`src/rtl/dmem_arb_pkg.sv`:
```
// Shared definitions for the data-memory arbiter.
//   - default address/data widths used by the interface and the top
//   - arbiter FSM state type
//   - lock counter width (covers MAX_LOCK up to 255)
package dmem_arb_pkg;

    localparam int unsigned DefAddrW = 10;
    localparam int unsigned DefDataW = 32;
    localparam int unsigned LockCntW = 8;

    typedef enum logic [1:0] {
        IDLE  = 2'd0,
        LOCK0 = 2'd1,
        LOCK1 = 2'd2
    } arb_state_e;

endpackage

```
`src/rtl/dmem_arbiter_if.sv`:
```
// Bus bundle between two requesting ports, the arbiter and a data memory.
// Ports (per requester N = 0,1):
//   mN_req/we/lock/addr/wdata : request side, driven by the requester
//   mN_gnt                    : access accepted this cycle (from arbiter)
//   mN_rvalid/rdata           : read response, one cycle after a read grant
// Memory side:
//   mem_addr/wdata/we         : access presented to the memory (from arbiter)
//   mem_rdata                 : registered read data from the memory
// Modports: slave = arbiter view, master = requesters + memory view.
interface dmem_arbiter_if
    import dmem_arb_pkg::*;
#(
    parameter int unsigned ADDR_W = DefAddrW,
    parameter int unsigned DATA_W = DefDataW
);

    logic              m0_req;
    logic              m0_we;
    logic              m0_lock;
    logic [ADDR_W-1:0] m0_addr;
    logic [DATA_W-1:0] m0_wdata;
    logic              m0_gnt;
    logic              m0_rvalid;
    logic [DATA_W-1:0] m0_rdata;

    logic              m1_req;
    logic              m1_we;
    logic              m1_lock;
    logic [ADDR_W-1:0] m1_addr;
    logic [DATA_W-1:0] m1_wdata;
    logic              m1_gnt;
    logic              m1_rvalid;
    logic [DATA_W-1:0] m1_rdata;

    logic [ADDR_W-1:0] mem_addr;
    logic [DATA_W-1:0] mem_wdata;
    logic              mem_we;
    logic [DATA_W-1:0] mem_rdata;

    modport slave (
        input  m0_req, m0_we, m0_lock, m0_addr, m0_wdata,
        input  m1_req, m1_we, m1_lock, m1_addr, m1_wdata,
        input  mem_rdata,
        output m0_gnt, m0_rvalid, m0_rdata,
        output m1_gnt, m1_rvalid, m1_rdata,
        output mem_addr, mem_wdata, mem_we
    );

    modport master (
        output m0_req, m0_we, m0_lock, m0_addr, m0_wdata,
        output m1_req, m1_we, m1_lock, m1_addr, m1_wdata,
        output mem_rdata,
        input  m0_gnt, m0_rvalid, m0_rdata,
        input  m1_gnt, m1_rvalid, m1_rdata,
        input  mem_addr, mem_wdata, mem_we
    );

endinterface

```
`src/rtl/rr_pick2.sv`:
```
// Two-way round-robin pick.
//   req0, req1 : requests
//   last_gnt   : port that won the previous grant (1 -> port 0 wins a tie)
//   gnt0, gnt1 : one-hot (or zero) pick
module rr_pick2 (
    input  logic req0,
    input  logic req1,
    input  logic last_gnt,
    output logic gnt0,
    output logic gnt1
);

    always_comb begin
        gnt0 = req0 & (~req1 | last_gnt);
        gnt1 = req1 & (~req0 | ~last_gnt);
    end

endmodule

```
`src/rtl/dmem_arbiter.sv`:
```
// Two-port data-memory arbiter with round-robin fairness and bounded locking.
// Ports:
//   clk   : clock, all state on posedge
//   rst_n : synchronous active-low reset
//   bus   : dmem_arbiter_if slave modport (requesters + memory)
// A port may hold ownership via mN_lock for at most MAX_LOCK consecutive
// grants; read data returns with a fixed latency of one cycle.
module dmem_arbiter
    import dmem_arb_pkg::*;
#(
    parameter int unsigned ADDR_W   = DefAddrW,
    parameter int unsigned DATA_W   = DefDataW,
    parameter int unsigned MAX_LOCK = 8
) (
    input  logic           clk,
    input  logic           rst_n,
    dmem_arbiter_if.slave  bus
);

    localparam bit                  LockEn   = (MAX_LOCK > 1);
    localparam logic [LockCntW-1:0] MaxLockC = LockCntW'(MAX_LOCK);

    arb_state_e          state_q, state_d;
    logic                last_gnt_q, last_gnt_d;
    logic [LockCntW-1:0] cnt_q, cnt_d;
    logic [1:0]          rvalid_q;

    logic                pick0, pick1;
    logic                gnt0, gnt1;
    logic [LockCntW-1:0] cnt_inc;

    logic [ADDR_W-1:0]   win_addr;
    logic [DATA_W-1:0]   win_wdata;
    logic                win_we;

    rr_pick2 u_rr_pick2 (
        .req0     (bus.m0_req),
        .req1     (bus.m1_req),
        .last_gnt (last_gnt_q),
        .gnt0     (pick0),
        .gnt1     (pick1)
    );

    // State register
    always_ff @(posedge clk) begin
        if (!rst_n) begin
            state_q    <= IDLE;
            last_gnt_q <= 1'b1;
            cnt_q      <= '0;
            rvalid_q   <= '0;
        end else begin
            state_q    <= state_d;
            last_gnt_q <= last_gnt_d;
            cnt_q      <= cnt_d;
            rvalid_q   <= {gnt1 & ~bus.m1_we, gnt0 & ~bus.m0_we};
        end
    end

    assign cnt_inc = cnt_q + LockCntW'(1);

    // Next-state logic
    always_comb begin
        state_d    = state_q;
        cnt_d      = cnt_q;
        last_gnt_d = last_gnt_q;

        if (gnt0) begin
            last_gnt_d = 1'b0;
        end else if (gnt1) begin
            last_gnt_d = 1'b1;
        end

        unique case (state_q)
            IDLE: begin
                if (gnt0 && bus.m0_lock && LockEn) begin
                    state_d = LOCK0;
                    cnt_d   = LockCntW'(1);
                end else if (gnt1 && bus.m1_lock && LockEn) begin
                    state_d = LOCK1;
                    cnt_d   = LockCntW'(1);
                end
            end
            LOCK0: begin
                // Owner dropping req, releasing lock or hitting the cap all return to IDLE
                if (!gnt0 || !bus.m0_lock || cnt_inc >= MaxLockC) begin
                    state_d = IDLE;
                    cnt_d   = '0;
                end else begin
                    cnt_d = cnt_inc;
                end
            end
            LOCK1: begin
                if (!gnt1 || !bus.m1_lock || cnt_inc >= MaxLockC) begin
                    state_d = IDLE;
                    cnt_d   = '0;
                end else begin
                    cnt_d = cnt_inc;
                end
            end
            default: begin
                state_d = IDLE;
                cnt_d   = '0;
            end
        endcase
    end

    // Output logic: grants and memory mux
    always_comb begin
        gnt0 = 1'b0;
        gnt1 = 1'b0;
        if (rst_n) begin
            unique case (state_q)
                IDLE: begin
                    gnt0 = pick0;
                    gnt1 = pick1;
                end
                LOCK0:   gnt0 = bus.m0_req;
                LOCK1:   gnt1 = bus.m1_req;
                default: ;
            endcase
        end
    end

    always_comb begin
        win_addr  = '0;
        win_wdata = '0;
        win_we    = 1'b0;
        if (gnt0) begin
            win_addr  = bus.m0_addr;
            win_wdata = bus.m0_wdata;
            win_we    = bus.m0_we;
        end else if (gnt1) begin
            win_addr  = bus.m1_addr;
            win_wdata = bus.m1_wdata;
            win_we    = bus.m1_we;
        end
    end

    assign bus.m0_gnt    = gnt0;
    assign bus.m1_gnt    = gnt1;
    assign bus.mem_addr  = win_addr;
    assign bus.mem_wdata = win_wdata;
    assign bus.mem_we    = win_we;

    // Responses are masked while reset is held so a read granted just before
    // reset never shows up as valid.
    assign bus.m0_rvalid = rvalid_q[0] & rst_n;
    assign bus.m1_rvalid = rvalid_q[1] & rst_n;
    assign bus.m0_rdata  = bus.m0_rvalid ? bus.mem_rdata : '0;
    assign bus.m1_rdata  = bus.m1_rvalid ? bus.mem_rdata : '0;

endmodule

```
`src/flat_wrapper.sv`:
```
// flat-port wrapper written by rule: the top's interface ports become plain ports
module dmem_arbiter_flat import dmem_arb_pkg::*;
#(
    parameter int unsigned ADDR_W   = DefAddrW,
    parameter int unsigned DATA_W   = DefDataW,
    parameter int unsigned MAX_LOCK = 8
)
  (clk, rst_n, bus_m0_req, bus_m0_we, bus_m0_lock, bus_m0_addr, bus_m0_wdata, bus_m1_req, bus_m1_we, bus_m1_lock, bus_m1_addr, bus_m1_wdata, bus_mem_rdata, bus_m0_gnt, bus_m0_rvalid, bus_m0_rdata, bus_m1_gnt, bus_m1_rvalid, bus_m1_rdata, bus_mem_addr, bus_mem_wdata, bus_mem_we);
  dmem_arbiter_if #(.ADDR_W(ADDR_W), .DATA_W(DATA_W)) bus_i ();
  input  logic clk;
  input  logic rst_n;
  input wire logic [$bits(bus_i.m0_req)-1:0] bus_m0_req;
  input wire logic [$bits(bus_i.m0_we)-1:0] bus_m0_we;
  input wire logic [$bits(bus_i.m0_lock)-1:0] bus_m0_lock;
  input wire logic [$bits(bus_i.m0_addr)-1:0] bus_m0_addr;
  input wire logic [$bits(bus_i.m0_wdata)-1:0] bus_m0_wdata;
  input wire logic [$bits(bus_i.m1_req)-1:0] bus_m1_req;
  input wire logic [$bits(bus_i.m1_we)-1:0] bus_m1_we;
  input wire logic [$bits(bus_i.m1_lock)-1:0] bus_m1_lock;
  input wire logic [$bits(bus_i.m1_addr)-1:0] bus_m1_addr;
  input wire logic [$bits(bus_i.m1_wdata)-1:0] bus_m1_wdata;
  input wire logic [$bits(bus_i.mem_rdata)-1:0] bus_mem_rdata;
  output wire logic [$bits(bus_i.m0_gnt)-1:0] bus_m0_gnt;
  output wire logic [$bits(bus_i.m0_rvalid)-1:0] bus_m0_rvalid;
  output wire logic [$bits(bus_i.m0_rdata)-1:0] bus_m0_rdata;
  output wire logic [$bits(bus_i.m1_gnt)-1:0] bus_m1_gnt;
  output wire logic [$bits(bus_i.m1_rvalid)-1:0] bus_m1_rvalid;
  output wire logic [$bits(bus_i.m1_rdata)-1:0] bus_m1_rdata;
  output wire logic [$bits(bus_i.mem_addr)-1:0] bus_mem_addr;
  output wire logic [$bits(bus_i.mem_wdata)-1:0] bus_mem_wdata;
  output wire logic [$bits(bus_i.mem_we)-1:0] bus_mem_we;
  assign bus_i.m0_req = bus_m0_req;
  assign bus_i.m0_we = bus_m0_we;
  assign bus_i.m0_lock = bus_m0_lock;
  assign bus_i.m0_addr = bus_m0_addr;
  assign bus_i.m0_wdata = bus_m0_wdata;
  assign bus_i.m1_req = bus_m1_req;
  assign bus_i.m1_we = bus_m1_we;
  assign bus_i.m1_lock = bus_m1_lock;
  assign bus_i.m1_addr = bus_m1_addr;
  assign bus_i.m1_wdata = bus_m1_wdata;
  assign bus_i.mem_rdata = bus_mem_rdata;
  assign bus_m0_gnt = bus_i.m0_gnt;
  assign bus_m0_rvalid = bus_i.m0_rvalid;
  assign bus_m0_rdata = bus_i.m0_rdata;
  assign bus_m1_gnt = bus_i.m1_gnt;
  assign bus_m1_rvalid = bus_i.m1_rvalid;
  assign bus_m1_rdata = bus_i.m1_rdata;
  assign bus_mem_addr = bus_i.mem_addr;
  assign bus_mem_wdata = bus_i.mem_wdata;
  assign bus_mem_we = bus_i.mem_we;
  dmem_arbiter #(.ADDR_W(ADDR_W), .DATA_W(DATA_W), .MAX_LOCK(MAX_LOCK)) u_core (.clk(clk), .rst_n(rst_n), .bus(bus_i));
endmodule
```
`config.mk`:
```
export PLATFORM = sky130hd
export DESIGN_NAME = dmem_arbiter_flat
export DESIGN_NICKNAME = d
export VERILOG_FILES = /design/src/rtl/dmem_arb_pkg.sv /design/src/rtl/dmem_arbiter_if.sv /design/src/rtl/rr_pick2.sv /design/src/rtl/dmem_arbiter.sv /design/src/flat_wrapper.sv
export SDC_FILE = /design/constraint.sdc
export NUM_CORES = 1
export LEC_CHECK = 0
export BUFFER_PORTS_ARGS = -buffer_cell sky130_fd_sc_hd__buf_2
export CORE_AREA = 3 3 90 92
export DETAILED_ROUTE_END_ITERATION = 8
export DIE_AREA = 0 0 93 95
export SYNTH_ARGS = -nofsm -noshare
export SYNTH_HDL_FRONTEND = slang
export SYNTH_SLANG_ARGS = --single-unit
```
`constraint.sdc`:
```
create_clock -name clk -period 1.95 [get_ports clk]
set_input_delay 0.0975 -clock clk [delete_from_list [all_inputs] [get_ports clk]]
set_output_delay 0.0975 -clock clk [all_outputs]
set_load 0.02 [all_outputs]
```
==> results of run 1 <==
[cell usage in the layout, fill, tap and decap left out, types with 3 or more instances in the layout]
cell type / netlist / routed
inv_1: 3 / 3
dfxtp_1: 13 / 13
a22o_1: 43 / 43
nand2_1: 3 / 3
buf_2: 4 / 234
and3_1: 70 / 70
clkbuf_8: 0 / 3
and2_1: 4 / 4
buf_4: 0 / 4
[metal layers]
metal,share of wire,wire [um]
met5,0,0
met4,0.016,121
met3,0.11,791
met2,0.50,3770
met1,0.38,2820
[worst max-delay path, delay by kind of cell (launching register included)]
family | cells | cell delay [ns]
flops | 1 | 0.33
buf+inv | 2 | 0.47
compound gates | 2 | 0.42
simple gates | 1 | 0.25
[area by class of cell]
cell class	count	share of cell area
diodes	1	0.000873
clock buffers	3	0.0144
clock inverters	1	0.00175
inverters	3	0.00393
multi-input cells	159	0.415
flip-flops and latches	13	0.0908
well taps	99	0.0432
repair buffers	240	0.430
[sequential cells by signal, indices dropped and copies added (netlist names)]
name and cells:
u_core.last_gnt_q 1, u_core.cnt_q 8, u_core.state_q 2, u_core.rvalid_q 2
[power breakdown]
part | internal (W) | switching (W) | leakage, nW
logic | 0.000235 | 0.000297 | 1.82
registers | 0.000273 | 0.00000822 | 0.106
clock network | 0.000142 | 0.000107 | 0.0255
total | 0.000651 | 0.000413 | 1.95
[worst min-delay path by stage]
| stage | from | endpoint | slack (ns) |
|---|---|---|---|
| after floorplan | bus_m0_we | u_core.rvalid_q[0]$_SDFF_PN0_ | 0.17 |
| after global placement | bus_m0_we | u_core.rvalid_q[0]$_SDFF_PN0_ | 0.28 |
| after detailed placement | bus_m0_we | u_core.rvalid_q[0]$_SDFF_PN0_ | 0.28 |
| after CTS | bus_m0_we | u_core.rvalid_q[0]$_SDFF_PN0_ | 0.01 |
| after global routing | bus_m0_we | u_core.rvalid_q[0]$_SDFF_PN0_ | 0.02 |
| final | bus_m0_we | u_core.rvalid_q[0]$_SDFF_PN0_ | 0.02 |
[kinds of logic (layout without fill, tap and decap cells)]
| family | Yosys count | count (layout) | share of synthesized area |
|---|---|---|---|
| adders and majority gates | 1 | 1 | 0.00809 |
| AOI/OAI and AO/OA | 58 | 58 | 0.348 |
| DFF | 13 | 13 | 0.168 |
| buffers and inverters | 26 | 247 | 0.0663 |
| xor gates and xnor gates | 1 | 1 | 0.00566 |
| other | 0 | 1 | 0 |
| muxes | 1 | 1 | 0.00647 |
| and+or+nand+nor | 98 | 98 | 0.397 |
[per-stage QoR]
step                      total power, W  hold WS, ns  setup slack, ns  std cells
after floorplan                 0.000569        0.169            0.253        198
after global placement          0.000817        0.275            0.173        514
after detailed placement        0.000824        0.283           0.0898        514
after CTS                        0.00108       0.0148          0.00440        518
after global routing             0.00113       0.0154           0.0292        518
final                            0.00106       0.0175            0.117        519
==> flow_summary.ini, run 1 <==
[status]
run_status = completed

[placed_design]
place_hpwl_mm = 6.21
io_buffers = 234
dpl-instance-area_um2 = 2810
finalWeightedCongestion = 0.840

[synth]
syn-instance-count = 198
synth.lib_cells_used.distinct = 39
synthArstFlopShare = 0
syn-cell-area_um2 = 1550
yosys_register_bits = 13
yosysMostFrequentCell = and3_1
synth_top_flop_cell = dfxtp_1
yosysTopAreaCellShare = 0.283
synth_edf_count = 0
synth_largest_area_cell = and3_1
synth_area_leaders = and3_1, a22o_1, dfxtp_1, clkbuf_1, a221oi_4
yosys-top-cells-count = and3_1, a22o_1, clkbuf_1
mappedNetlistNets = 323
synth_sequential_area_ratio = 0.168
synthesis.yosys.warnings = 0
postSynthAreaPerCell_um2 = 7.81

[sta]
max_freq_mhz = 546
setup-tns-final_ns = 0
maxSlewViolCount = 0
tightestPinTransition_ns = 0.499
rsz0062_at_grt = no
slew_headroom = 0.667
hold_violations = 0
period_minus_slack_ns = 1.83
final_min_period_over_clock_period = 0.940
clock-skew-final_ns = 0.00732
setup_viol = 0

[layout]
final_core_utilization = 0.393
layout.cell_area.non_filler_um2 = 2870
post_route_cells_drive_above_1_share = 0.611
design.final.nets = 545
register_area_um2 = 260
flow.area_growth_from_synthesis_pct = 85.4
fill_cells = 808
multi_input_gate_area_in_the_final_layout_um2 = 1190

[power_and_ir_drop]
pwr_density_cell_nw_per_um2 = 371
leakagePower_nw = 1.95
vdd_ir_drop_max_mv = 0.199

[setup_path]
end_kind = output pin
timing.critical_path.from = u_core.state_q[1]$_SDFFE_PN0P_
crit_end = bus_mem_wdata[26]
rr_endpoint = u_core.cnt_q[0]$_SDFFE_PN0P_
crit_fanout = 43
critPathSlowestCell = dfxtp_1
crit_path_max_incr_delay_ns = 0.33
crit_chain = and3b_1, o31a_4, buf_6, a22o_1, buf_2
crit_arrival_ns = 1.74
ff2ff_path_depth = 6
critical_path_class = reg -> out
critical_path.startpoint_type = register
ff2ff_setup_slack_ns = 0.15
crit_required_ns = 1.85
timing.rr.start = u_core.cnt_q[0]$_SDFFE_PN0P_

[global_route]
grt_util_met1 = 0.172
grt-busiest-layer = met2
globalRouteMet3Util = 0.0462
grt_max_degree = 77
grt_overflow = 0
fraction_of_met2_tracks_used_by_global_routing = 0.271
global_route.usage.total = 0.150
grt_pass1_wl_mm = 10.9
initial_antenna_violation_count = 0
grt_pass1_vias = 2191

[clock_network]
cts_buffers = 3
clkSinkCount = 13
htree_levels = 1
cts_tree = built
ctsRootBufferMaster = clkbuf_8
worstSkewPairLatency_ns = 0.25
clkTransAtPathRegs_ns = 0.06
cts_setup_buffers = 0
hold_buffers = 0
cts_repair_resized_insts = 0
cts_max_path_bufs = 2

[detailed_routing]
wire_per_inst_um = 14.5
drcViolationCount = 0
drtPass1Iterations = 6
route.antenna.remaining_nets = 0
drt_wl_total_mm = 7.51
avgViaCountPerCell = 4.73
drt-initial-drc-count = 69
dr_total_vias = 2454

[floorplanning]
fp.coreArea_um2 = 7290
placement_rows = 31
ioPinCount = 235
die_height_um = 95
floorplan.initialDensity = 0.212
die-width_um = 93
die_area_um2 = 8840

[min_path]
holdPathStages = 2
min-delay-path-class = in -> reg

[flow_run]
maxCapViolations = 0
No activity file was read; power rests on OpenSTA's default activity.
==> run 2, diff against run 1 <==
- CELL_PAD_IN_SITES_DETAIL_PLACEMENT: not set -> 0
- CELL_PAD_IN_SITES_GLOBAL_PLACEMENT: not set -> 1
- CORE_AREA: 3 3 90 92 -> 3 3 100 102
- DIE_AREA: 0 0 93 95 -> 0 0 103 105
- PLACE_DENSITY_LB_ADDON: not set -> 0.1
==> flow_summary.ini, run 2 (same netlist as run 1, synthesis figures left out) <==
[setup_path]
crit_end = u_core.cnt_q[0]$_SDFFE_PN0P_
critical_path.startpoint_type = register
timing.rr.start = u_core.cnt_q[0]$_SDFFE_PN0P_
crit_cells = 6
timing.critical_path.from = u_core.cnt_q[0]$_SDFFE_PN0P_
end_kind = register
path_buf_inv = 0
crit_fanout = 6
rr_endpoint = u_core.cnt_q[0]$_SDFFE_PN0P_
ff2ff_path_depth = 6
worst_path_most_repeated_cell = or3_1
ff2ff_setup_slack_ns = 0.12
crit_path_max_incr_delay_ns = 0.36
critical_path_class = reg -> reg
crit_chain = ha_1, or3_1, a21oi_2, o221ai_2, or3_1, a21boi_2
crit_required_ns = 2.14
cpLargestDelayFamily = simple AND/OR/NAND/NOR gates
crit_arrival_ns = 2.02
critPathSlowestCell = or3_1

[detailed_routing]
drtPass1Iterations = 4
drcViolationCount = 0
dr_total_vias = 2454
avgViaCountPerCell = 4.62
drt-initial-drc-count = 66
route.antenna.remaining_nets = 0
wire_per_inst_um = 14.3
drt_wl_total_mm = 7.62

[floorplanning]
fp.coreArea_um2 = 9200
die-width_um = 103
die_area_um2 = 10800
die_height_um = 105
ioPinCount = 235
floorplan.initialDensity = 0.168
placement_rows = 35

[global_route]
grt_pass1_wl_mm = 11.1
initial_antenna_violation_count = 0
grt_max_degree = 77
grt_overflow = 0
grt_pass1_vias = 2285
global_route.usage.total = 0.127

[clock_network]
cts_tree = built
hold_buffers = 0
clkTransAtPathRegs_ns = 0.06
htree_levels = 1
worstSkewPairLatency_ns = 0.25
ctsRootBufferMaster = clkbuf_8
clkSinkCount = 13
cts_max_path_bufs = 2
cts_buffers = 3
cts_setup_buffers = 0

[sta]
worst_hold_slack_ns = 0.0174
maxSlewViolCount = 0
period_minus_slack_ns = 1.83
hold_violations = 0
tightestPinTransition_ns = 0.515
setup_viol = 0
final_min_period_over_clock_period = 0.941
clock-skew-final_ns = 0.00227
max_freq_mhz = 545
setup-tns-final_ns = 0
rsz0062_at_grt = no
slew_headroom = 0.657

[layout]
design.final.nets = 546
top_register = u_core.cnt_q
insertedDiodeCount = 0
flow.area_growth_from_synthesis_pct = 85.7
instances_no_fill = 531
post_route_cells_drive_above_1_share = 0.607
layout_top_registers = u_core.cnt_q: 8 flops, u_core.rvalid_q: 2 flops, u_core.state_q: 2 flops
most_frequent_standard_cell_in_the_layout_excluding_fill_and_tap_cells = buf_2
largest_reg_flops = 8
fill_cells = 1036
most-common-layout-cells = buf_2, and3_1, a22o_1, dfxtp_1, buf_4

[power_and_ir_drop]
leakagePower_nw = 1.95
vdd_ir_drop_max_mv = 0.158
pwr_density_cell_nw_per_um2 = 367

[placed_design]
place_hpwl_mm = 6.15
io_buffers = 234
number_of_placed_cells_counting_well_taps = 527
finalWeightedCongestion = 0.737

[status]
run_status = completed

[min_path]
min-delay-path-class = in -> reg

[flow_run]
maxCapViolations = 0
## run 2: changes by cell type in the layout (fill, tap and decap cells not counted), sizes merged
| cell | change |
|---|---|
| clkbuf | +1 |
| clkinv | -1 |
| diode | -1 |
| buf | +1 |
## run 2: metal layers
metal	part of all wire	global-route usage	routed length (um)
met4	0.011	0.0342	83
met3	0.089	0.0280	675
met5	0	0	0
met1	0.34	0.123	2620
met2	0.56	0.257	4240
## run 2: where the power goes
group,total [W],switching [W],internal (W),leakage (nW)
registers,0.000280,0.00000682,0.000274,0.106
logic,0.000525,0.000292,0.000233,1.82
clock network,0.000248,0.000103,0.000145,0.0228
total,0.00105,0.000403,0.000651,1.95
## run 2: area by class of cell
class	instances	area, um^2	share of cell area
Inverter	3	11.3	0.00392
Clock buffer	4	45.0	0.0157
Timing Repair Buffer	241	1230	0.427
Tap cell	111	139	0.0484
Sequential cell	13	260	0.0906
Multi-Input combinational cell	159	1190	0.414
## run 2: timing repair
action,in CTS,in global routing
endpoints found under the setup margin,0,44
gates resized for setup,0,2
hold endpoints to repair,0,0
## run 2: worst min path at each step
stage                                                to  cells past startpoint       from  slack, ns
after floorplan           u_core.rvalid_q[0]$_SDFF_PN0_                      1  bus_m0_we       0.17
after global placement    u_core.rvalid_q[0]$_SDFF_PN0_                      2  bus_m0_we       0.27
after detailed placement  u_core.rvalid_q[0]$_SDFF_PN0_                      2  bus_m0_we       0.28
after CTS                 u_core.rvalid_q[0]$_SDFF_PN0_                      2  bus_m0_we       0.02
after global routing      u_core.rvalid_q[0]$_SDFF_PN0_                      2  bus_m0_we       0.02
final                     u_core.rvalid_q[0]$_SDFF_PN0_                      2  bus_m0_we       0.02
## run 2: stage by stage
stage / setup slack, ns / cell area (um^2) / total power [W] / utilization
after detailed placement: 0.114 / 2820 / 0.000818 / 0.306
after global placement: 0.160 / 2820 / 0.000818 / 0.306
after global routing: 0.00389 / 2870 / 0.00112 / 0.312
after floorplan: 0.253 / 1550 / 0.000569 / -
final: 0.116 / 2870 / 0.00105 / 0.312
after CTS: 0.0225 / 2860 / 0.00107 / 0.311
==> run 3, diff against run 2 <==
- CTS_BUF_LIST: not set -> sky130_fd_sc_hd__clkbuf_4 sky130_fd_sc_hd__clkbuf_8 sky130_fd_sc_hd__clkbuf_16
==> flow_summary.ini, run 3 (same netlist as run 1, synthesis figures left out) <==
[min_path]
min-delay-path-class = in -> reg

[layout]
post_route_cells_drive_above_1_share = 0.610
layout.cell_area.non_filler_um2 = 2880
largest_reg_flops = 8
most_frequent_standard_cell_in_the_layout_excluding_fill_and_tap_cells = buf_2
top_register = u_core.cnt_q
fill_cells = 1035
flow.area_growth_from_synthesis_pct = 85.9
final_core_utilization = 0.313
design.final.nets = 546
layout_top_registers = u_core.cnt_q: 8 flops, u_core.rvalid_q: 2 flops, u_core.state_q: 2 flops
instances_no_fill = 531
multi_input_gate_area_in_the_final_layout_um2 = 1190
insertedDiodeCount = 0
register_area_um2 = 260
most-common-layout-cells = buf_2, and3_1, a22o_1, dfxtp_1, buf_4

[sta]
tightestPinTransition_ns = 0.515
hold_violations = 0
rsz0062_at_grt = no
setup-tns-final_ns = 0
setup_viol = 0
maxSlewViolCount = 0
max_freq_mhz = 545
clock-skew-final_ns = 0.00264
slew_headroom = 0.657
final_min_period_over_clock_period = 0.941
period_minus_slack_ns = 1.83

[detailed_routing]
avgViaCountPerCell = 4.62
drtPass1Iterations = 4
dr_total_vias = 2454
route.antenna.remaining_nets = 0
drcViolationCount = 0
drt_wl_total_mm = 7.62
wire_per_inst_um = 14.3
drt-initial-drc-count = 66

[clock_network]
clkSinkCount = 13
cts_max_path_bufs = 2
cts_buffers = 3
htree_levels = 1
worstSkewPairLatency_ns = 0.25
clkTransAtPathRegs_ns = 0.06
cts_tree = built
cts_setup_buffers = 0
ctsRootBufferMaster = clkbuf_8

[floorplanning]
ioPinCount = 235
floorplan.initialDensity = 0.168
die_height_um = 105
die-width_um = 103
placement_rows = 35
die_area_um2 = 10800
fp.coreArea_um2 = 9200

[global_route]
initial_antenna_violation_count = 0
grt_pass1_wl_mm = 11.1
grt_overflow = 0
grt_max_degree = 77
global_route.usage.total = 0.127
grt_pass1_vias = 2285

[power_and_ir_drop]
finalPower_w = 0.00107
vdd_ir_drop_max_mv = 0.158
leakagePower_nw = 1.95
pwr_density_cell_nw_per_um2 = 372

[setup_path]
crit_fanout = 6
cpLargestDelayFamily = simple AND/OR/NAND/NOR gates
path_buf_inv = 0
critical_path.startpoint_type = register
worst_path_most_repeated_cell = or3_1
crit_chain = ha_1, or3_1, a21oi_2, o221ai_2, or3_1, a21boi_2
crit_required_ns = 2.14
crit_arrival_ns = 2.02
ff2ff_setup_slack_ns = 0.12
critPathSlowestCell = or3_1
crit_path_max_incr_delay_ns = 0.36
end_kind = register
critical_path_class = reg -> reg

[placed_design]
number_of_placed_cells_counting_well_taps = 527
dpl-instance-area_um2 = 2820
place_hpwl_mm = 6.15
io_buffers = 234
finalWeightedCongestion = 0.737

[status]
run_status = completed

[flow_run]
maxCapViolations = 0
-- run 3: cell counts in the layout (fill, tap and decap cells not counted) --
Identical to the previous run, type by type.
-- run 3: worst paths after layout --
path	start	to	depth (start not counted)
max	u_core.cnt_q[0]$_SDFFE_PN0P_	u_core.cnt_q[0]$_SDFFE_PN0P_	6
min	bus_m0_we	u_core.rvalid_q[0]$_SDFF_PN0_	2
max reg2reg	u_core.cnt_q[0]$_SDFFE_PN0P_	u_core.cnt_q[0]$_SDFFE_PN0P_	6
min reg2reg	u_core.cnt_q[3]$_SDFFE_PN0P_	u_core.cnt_q[3]$_SDFFE_PN0P_	1
-- run 3: power by group --
group          total (W)  internal [W]  switching (W)
Combinational   0.000525      0.000233       0.000292
Clock           0.000262      0.000159       0.000104
Sequential      0.000280      0.000274     0.00000682
Total            0.00107      0.000665       0.000403
-- run 3: final cells by class --
type                       instances  share of cell area
timing repair buffer             241               0.427
sequential                        13              0.0905
multi-input combinational        159               0.413
inverter                           3             0.00392
clock buffer                       4              0.0170
tap                              111              0.0483
-- run 3: per-layer routing --
layer	GRT usage	wire length [um]	vias up
met2	0.257	4240	126
met3	0.0280	675	6
li1	-	-	1223
met1	0.123	2620	1099
met5	0	0	-
met4	0.0342	83	0
-- run 3: repair_timing --
item,4_1_cts,5_1_grt
gates resized for setup,0,2
hold buffers,0,0
endpoints found under the setup margin,0,44
-- run 3: metrics by stage --
stage	setup slack (ns)	hold WS [ns]
3_3_place_gp	0.160	0.274
6_report	0.116	0.0174
3_5_place_dp	0.114	0.281
4_1_cts	0.0223	0.0195
5_1_grt	0.00385	0.0189
2_1_floorplan	0.253	0.169
-- run 3: worst reg2reg max path: cells and delay by family, from the launching register on --
family,cells,cell delay [ns]
flops,1,0.34
compound gates,3,0.46
simple gates,2,0.71
fa+ha+maj,1,0.27
